$ cat src/rtl/conv3x3_stream.sv
// Streaming 3x3 convolution with programmable signed kernel.
// Line buffers form the window; a 2-stage multiply/sum pipeline follows.
module conv3x3_stream #(
  parameter int unsigned DATA_W = 4,
  parameter int unsigned COEF_W = 4,
  parameter int unsigned IMG_W  = 8,
  parameter int unsigned IMG_H  = 8,
  parameter int unsigned OUT_W  = DATA_W + COEF_W + 5
) (
  input  logic              clk,
  input  logic              rst,
  input  logic              in_valid,
  input  logic [DATA_W-1:0] in_pixel,
  input  logic              coef_load,
  input  logic [3:0]        coef_idx,
  input  logic [COEF_W-1:0] coef_data,
  output logic              out_valid,
  output logic [OUT_W-1:0]  out_pixel,
  output logic              frame_done
);

  localparam int unsigned PROD_W = DATA_W + COEF_W;
  localparam int unsigned CW     = (IMG_W > 1) ? $clog2(IMG_W) : 1;
  localparam int unsigned RW     = (IMG_H > 1) ? $clog2(IMG_H) : 1;

  logic [CW-1:0]            col;
  logic [RW-1:0]            row;
  logic [COEF_W-1:0]        coef    [9];
  logic [COEF_W-1:0]        kc      [9];
  logic [DATA_W-1:0]        win     [9];
  logic [DATA_W-1:0]        lb0     [IMG_W];
  logic [DATA_W-1:0]        lb1     [IMG_W];
  logic signed [PROD_W-1:0] prod_c  [9];
  logic signed [PROD_W-1:0] prod_q  [9];
  logic signed [OUT_W-1:0]  sum_c;
  logic                     win_ok_c;
  logic                     last_c;
  logic                     v0, f0, v1, f1;

  always_comb begin
    win_ok_c = (row >= RW'(2)) && (col >= CW'(2));
    last_c   = (row == RW'(IMG_H - 1)) && (col == CW'(IMG_W - 1));
  end

  // Control path: counters, coefficient bank, pipeline valid/frame flags.
  always_ff @(posedge clk) begin
    if (rst) begin
      col        <= '0;
      row        <= '0;
      v0         <= 1'b0;
      f0         <= 1'b0;
      v1         <= 1'b0;
      f1         <= 1'b0;
      out_valid  <= 1'b0;
      frame_done <= 1'b0;
      out_pixel  <= '0;
      for (int i = 0; i < 9; i++) begin
        coef[i] <= (i == 4) ? COEF_W'(4) : (((i % 2) == 1) ? '1 : '0);
      end
    end else begin
      for (int i = 0; i < 9; i++) begin
        if (coef_load && (coef_idx == 4'(i))) coef[i] <= coef_data;
      end
      if (in_valid) begin
        if (col == CW'(IMG_W - 1)) begin
          col <= '0;
          row <= (row == RW'(IMG_H - 1)) ? '0 : row + RW'(1);
        end else begin
          col <= col + CW'(1);
        end
      end
      v0         <= in_valid && win_ok_c;
      f0         <= in_valid && last_c;
      v1         <= v0;
      f1         <= f0;
      out_valid  <= v1;
      frame_done <= f1;
      if (v1) out_pixel <= sum_c;
    end
  end

  // Data path: the kernel is snapshotted with each accepted pixel so that a
  // write in the same cycle only affects later pixels.
  always_ff @(posedge clk) begin
    if (in_valid) begin
      lb1[col] <= lb0[col];
      lb0[col] <= in_pixel;
      for (int r = 0; r < 3; r++) begin
        win[r*3]     <= win[r*3 + 1];
        win[r*3 + 1] <= win[r*3 + 2];
      end
      win[2] <= lb1[col];
      win[5] <= lb0[col];
      win[8] <= in_pixel;
      for (int i = 0; i < 9; i++) kc[i] <= coef[i];
    end
    for (int i = 0; i < 9; i++) prod_q[i] <= prod_c[i];
  end

  always_comb begin
    for (int i = 0; i < 9; i++) begin
      prod_c[i] = $signed({{COEF_W{1'b0}}, win[i]}) *
                  $signed({{DATA_W{kc[i][COEF_W-1]}}, kc[i]});
    end
  end

  always_comb begin
    sum_c = '0;
    for (int i = 0; i < 9; i++) sum_c = sum_c + OUT_W'(prod_q[i]);
  end

endmodule

$ cat config.mk
export PLATFORM = sky130hd
export DESIGN_NAME = conv3x3_stream
export DESIGN_NICKNAME = d
export VERILOG_FILES = /design/src/rtl/conv3x3_stream.sv
export SDC_FILE = /design/constraint.sdc
export NUM_CORES = 1
export LEC_CHECK = 0
export ABC_CLOCK_PERIOD_IN_PS = 9850
export CELL_PAD_IN_SITES_DETAIL_PLACEMENT = 1
export CELL_PAD_IN_SITES_GLOBAL_PLACEMENT = 2
export CORE_MARGIN = 5
export CORE_UTILIZATION = 50
export CTS_BUF_LIST = sky130_fd_sc_hd__clkbuf_8
export DETAILED_ROUTE_END_ITERATION = 6
export HOLD_SLACK_MARGIN = 0.12
export PLACE_DENSITY_LB_ADDON = 0.1
export SYNTH_ARGS = -nofsm -noshare
export SYNTH_HDL_FRONTEND = slang
export SYNTH_SLANG_ARGS = --single-unit
$ cat constraint.sdc
create_clock -name clk -period 9.85 [get_ports clk]
set_input_delay 2.4625 -clock clk [delete_from_list [all_inputs] [get_ports clk]]
set_output_delay 2.4625 -clock clk [all_outputs]
set_load 0.1 [all_outputs]
==> results of run 1 <==
## worst register-to-register path: cells and delay by family, from the launching register on
family	cells	cell delay (ps)
buffers and inverters	5	330
AO/OA/AOI/OAI	3	440
flip-flops	1	310
adder cells (fa/ha/maj)	6	2690
AND/OR/NAND/NOR	2	660
## cells by family after synthesis
kind of cell / count (synthesis) / synth area share (%)
and+or+nand+nor: 220 / 7.873
DFF: 272 / 48.86
AOI/OAI and AO/OA: 77 / 3.429
muxes: 31 / 3.932
buffers and inverters: 216 / 5.706
xor gates and xnor gates: 51 / 3.045
adders and majority gates: 256 / 27.16
## registers in the layout, indices dropped and copies added, names as in the netlist, named ones only
signal and count:
lb0 32, v0 1, lb1 32, f0 1, row 3, prod_q 72
kc 36, out_valid 1, col 3, out_pixel 13, f1 1, win 36
v1 1, coef 36, frame_done 1
## synth_stat cells
master,number
inv_1,204
edfxtp_1,172
ha_1,152
fa_1,104
dfxtp_1,100
and2_1,71
nand2_1,51
xnor2_1,47
nor2_1,45
a21oi_1,29
nand2b_1,28
a21o_1,24
mux4_1,15
mux2_2,8
nor2b_1,8
clkbuf_1,7
mux2i_1,7
a31o_2,6
nor3_1,5
nor3b_1,5
o21ai_0,5
xor2_1,4
a211oi_1,3
o22ai_1,3
buf_2,2
o311ai_0,2
or4b_1,2
a2111oi_0,1
a31oi_1,1
a41o_1,1
buf_1,1
buf_12,1
buf_6,1
mux4_2,1
nand3_1,1
nand3b_1,1
nand4b_1,1
nor3b_2,1
o211ai_1,1
o31a_1,1
or3b_2,1
## metal layers
layer | share of wire (%) | wire, microns
met1 | 46 | 14240
met2 | 49 | 15330
met3 | 2.9 | 914
met4 | 2.4 | 750
met5 | 0 | 0
## path summary, 6_finish.rpt
kind                               startpoint       endpoint  slack (ps)  depth (start not counted)
worst max-delay path            out_pixel[10]  out_pixel[10]        5240                          1
worst min-delay path              coef[0][19]      kc[0][19]         420                          0
worst max register to register   prod_q[0][2]  out_pixel[10]        5330                         16
worst min register to register    coef[0][19]      kc[0][19]         420                          0
## through the flow
stage	cells	hold slack [ps]	utilization [%]	setup slack (ps)	cell area, sq um
5_1_grt	1614	430.3	56.43	5091	16280
3_3_place_gp	1527	412.5	53.33	5470	15390
4_1_cts	1613	423.5	56.41	5205	16280
2_1_floorplan	1123	400.3	-	5675	14670
3_5_place_dp	1527	408.4	53.33	5372	15390
6_report	1614	418.9	56.43	5242	16280
## layout make-up
cell class | count | area, sq um | share of cell area, %
tap | 384 | 480.5 | 2.950
timing repair buffer | 33 | 317.8 | 1.952
clock buffer | 50 | 688.2 | 4.226
multi-input combinational | 635 | 6665 | 40.93
sequential | 272 | 7167 | 44.01
clock inverter | 36 | 200.2 | 1.229
inverter | 204 | 765.7 | 4.702
==> flow_summary.json, run 1 <==
{
  "setup_viol": 0,
  "crit_path_end_kind": "output pin",
  "die_w_microns": 181.3,
  "fill_cells": 2924,
  "busiest_layer": "met2",
  "timing.fmax_mhz": 217.0,
  "critical_path_class": "flip-flop to output pin",
  "worstPathArrival_ps": 2150,
  "path_cells": "clkdlybuf4s50_1",
  "clock_latency_ps": 580,
  "n_antenna_cell": 0,
  "min_period_ps": 4608,
  "area_growth_pct": 11.01,
  "cts_sinks": 272,
  "crit_buf_inv": 1,
  "ys_ff_latch": 272,
  "yosysTopAreaCell": "edfxtp_1",
  "first_global_vias": 8975,
  "via_per_inst": 5.007,
  "drt_iter0_markers": 288,
  "syn_area_sq_mm": 0.01467,
  "routedWlPerCell_microns": 19.35,
  "cts_root_buffer": "clkbuf_8",
  "post-dp-hpwl_microns": 24710,
  "core_sq_mm": 0.02886,
  "crit_family": "buffers and inverters",
  "max-cap-violations": 0,
  "relSlewSlack_pct": 10.79,
  "synthCells": 1123,
  "synth_area_leaders": "edfxtp_1, fa_1, dfxtp_1",
  "synth_top_area_share_pct": 35.21,
  "synth-seq-area-share_pct": 48.86,
  "cp.required_ps": 7390,
  "layout_commonest_cell": "inv_1",
  "initial_utilization_pct": 50.83,
  "gr-usage-met3_pct": 2.936,
  "die_area_sq_mm": 0.03286,
  "mostFrequentLayoutCells": "inv_1, edfxtp_1, ha_1, fa_1, dfxtp_1",
  "slew_viol_final": 0,
  "setup-tns-final_ps": 0,
  "cts_setup_buffers": 0,
  "cts_tree": "done",
  "ctsLongestPathBuffers": 3,
  "htree_levels": 2,
  "rsz0062_at_grt": "false",
  "grtUsageMet2_pct": 33.66,
  "die_h_microns": 181.3,
  "cts_hold_buf": 0,
  "routabilityCongestion": 0.8101,
  "cts_buffers": 46,
  "period_share_pct": 46.78,
  "grt_pass1_wl_microns": 50440,
  "clk_pin_slew_ps": 60,
  "dr_total_vias": 8081,
  "synth_warnings": 0,
  "fin_worst_skew_ps": 42.75,
  "ios": 31,
  "cts_resized": 0,
  "ys_types": 41,
  "crit_fanout": 2,
  "syn_nets": 1395,
  "routed_wl_microns": 31240,
  "io_buffers": 30,
  "cpMaxStageDelayCell": "clkdlybuf4s50_1",
  "critPathMaxStageDelay_ps": 1170,
  "drive_gt1_share_pct": 6.667,
  "first_pass_iters": 4,
  "hold_viol_final": 0,
  "status": "finished, final reports clean",
  "drc": 0,
  "grt-ovfl-total": 0,
  "worstSetupStartpointType": "flip-flop",
  "finalNetCount": 1464,
  "grt_max_degree": 73,
  "rows": 62,
  "antenna_found_initial": 2,
  "grt_usage_pct": 19.82,
  "ant_nets": 0,
  "met1_usage_pct": 26.64,
  "synth.avg_cell_area_sq_um": 13.06,
  "worst_pin_slew_ps": 1328,
  "hold_class": "flip-flop to flip-flop"
}
Power of run 1 is not shown: default switching activity piles up to over one toggle a cycle in this logic, so the estimate is an artifact.
==> inputs of run 2 (changes only) <==
--- a/config.mk
+++ b/config.mk
@@ -5,11 +5,11 @@
 export SDC_FILE = /design/constraint.sdc
 export NUM_CORES = 1
 export LEC_CHECK = 0
-export ABC_CLOCK_PERIOD_IN_PS = 9850
+export ABC_CLOCK_PERIOD_IN_PS = 4700
 export CELL_PAD_IN_SITES_DETAIL_PLACEMENT = 1
 export CELL_PAD_IN_SITES_GLOBAL_PLACEMENT = 2
 export CORE_MARGIN = 5
-export CORE_UTILIZATION = 50
+export CORE_UTILIZATION = 46
 export CTS_BUF_LIST = sky130_fd_sc_hd__clkbuf_8
 export DETAILED_ROUTE_END_ITERATION = 6
 export HOLD_SLACK_MARGIN = 0.12
==> constraint.sdc (replaced) <==
create_clock -name clk -period 4.7 [get_ports clk]
set_input_delay 1.175 -clock clk [delete_from_list [all_inputs] [get_ports clk]]
set_output_delay 1.175 -clock clk [all_outputs]
set_load 0.1 [all_outputs]
==> run 2 against run 1 <==
Against the previous run: flip-flop and latch count stayed put; critical endpoint is now out_pixel[8]; clock-buffer cell count increased by 4; via count increased by 0.75%.
==> flow_summary.json, run 2 (synthesis gave the netlist of run 1 again) <==
{
  "grt_max_degree": 79,
  "initial_utilization_pct": 46.49,
  "core_sq_mm": 0.03156,
  "cts_buffers": 47,
  "routed_wl_microns": 30780,
  "hold_viol_final": 0,
  "cts_root_buffer": "clkbuf_8",
  "path_cells": "inv_1 -> fa_1 -> inv_1 -> fa_1 -> fa_1 -> inv_1 -> fa_1 -> inv_1 -> ha_1 -> inv_1 -> fa_1 -> nand2b_1 -> a211oi_1 -> nor2b_1 -> or4b_1 -> o311ai_0",
  "post-dp-hpwl_microns": 24050,
  "relSlewSlack_pct": 30.11,
  "multiInputGateArea_sq_mm": 0.006669,
  "hold_class": "flip-flop to flip-flop",
  "via_per_inst": 4.980,
  "setup-tns-final_ps": 0,
  "cts_resized": 0,
  "status": "finished, final reports clean",
  "die_h_microns": 188.6,
  "ctsLongestPathBuffers": 3,
  "htree_levels": 2,
  "critical_path_class": "flip-flop to flip-flop",
  "crit_family": "adder cells",
  "ant_nets": 0,
  "largest_register_ffs": 72,
  "seq_area_sq_mm": 0.007167,
  "routabilityCongestion": 0.8087,
  "io_buffers": 30,
  "routedWlPerCell_microns": 18.83,
  "drive_gt1_share_pct": 7.786,
  "top_register": "prod_q",
  "slew_viol_final": 0,
  "cts_sinks": 272,
  "antenna_found_initial": 0,
  "finalNetCount": 1467,
  "fin_worst_skew_ps": 21.06,
  "area_growth_pct": 12.37,
  "cp.required_ps": 5160,
  "die_w_microns": 188.6,
  "worst_pin_slew_ps": 1048,
  "min_period_ps": 4458,
  "layout_commonest_cell": "inv_1",
  "first_global_vias": 9042,
  "critPathMaxStageDelay_ps": 550,
  "clk_pin_slew_ps": 60,
  "drc": 0,
  "max-cap-violations": 0,
  "cpMaxStageDelayCell": "fa_1",
  "fill_cells": 3192,
  "crit_buf_inv": 5,
  "worstPathArrival_ps": 4920,
  "cts_hold_buf": 0,
  "timing.fmax_mhz": 224.3,
  "crit_fanout": 3,
  "die_area_sq_mm": 0.03556,
  "grt_pass1_wl_microns": 49830,
  "setup_viol": 0,
  "first_pass_iters": 4,
  "drt_iter0_markers": 334,
  "grt_usage_pct": 18.11,
  "period_share_pct": 94.85,
  "worstSetupStartpointType": "flip-flop",
  "rows": 65,
  "cts_tree": "done",
  "rsz0062_at_grt": "false",
  "n_antenna_cell": 0,
  "ios": 31,
  "crit_path_end_kind": "flip-flop",
  "grt-ovfl-total": 0,
  "mostFrequentLayoutCells": "inv_1, edfxtp_1, ha_1, fa_1, dfxtp_1",
  "cts_setup_buffers": 0,
  "dr_total_vias": 8142,
  "clock_latency_ps": 570
}
==> run 2: worst paths after layout <==
kind | start | end | slack [ps] | cells past startpoint
worst min register to register | coef[0][31] | kc[0][31] | 420 | 0
worst min-delay path | coef[0][31] | kc[0][31] | 420 | 0
worst max-delay path | prod_q[0][2] | out_pixel[8] | 240 | 16
worst max register to register | prod_q[0][2] | out_pixel[8] | 240 | 16
==> run 2: per-stage QoR <==
step | worst slack [ps] | cell area (sq um) | instances | utilization, % | hold slack (ps)
floorplan | 525.5 | 14670 | 1123 | - | 400.3
global placement | 335.1 | 15440 | 1548 | 48.92 | 402.7
detailed placement | 260.9 | 15440 | 1548 | 48.92 | 406.3
CTS | 203.9 | 16480 | 1635 | 52.22 | 422.5
global route | 10.69 | 16480 | 1635 | 52.24 | 431.3
finish | 241.9 | 16480 | 1635 | 52.24 | 418.8
==> run 2: worst reg2reg max path, delay by kind of cell, from the launching register on <==
family,cells,cell delay (ps)
flip-flops,1,310
adder cells (fa/ha/maj),6,2670
buffers and inverters,5,310
AND/OR/NAND/NOR,3,750
AO/OA/AOI/OAI,2,320
==> run 2: final cells by class <==
cell class              instances  share of cell area (%)
repair buffers                 35                   2.034
clock inverters                33                   1.822
flip-flops and latches        272                   43.48
well taps                     402                   3.051
inverters                     204                   4.646
multi-input cells             635                   40.46
clock buffers                  54                   4.509
==> run 2: routing by layer <==
metal	track usage, %	vias to the layer above	share of wire, %
li1	-	3877	-
met1	24.90	4084	46
met2	29.35	135	47
met3	3.390	46	4.5
met4	5.830	0	2.7
met5	0	-	0
Power of run 2 is left out for the same reason.
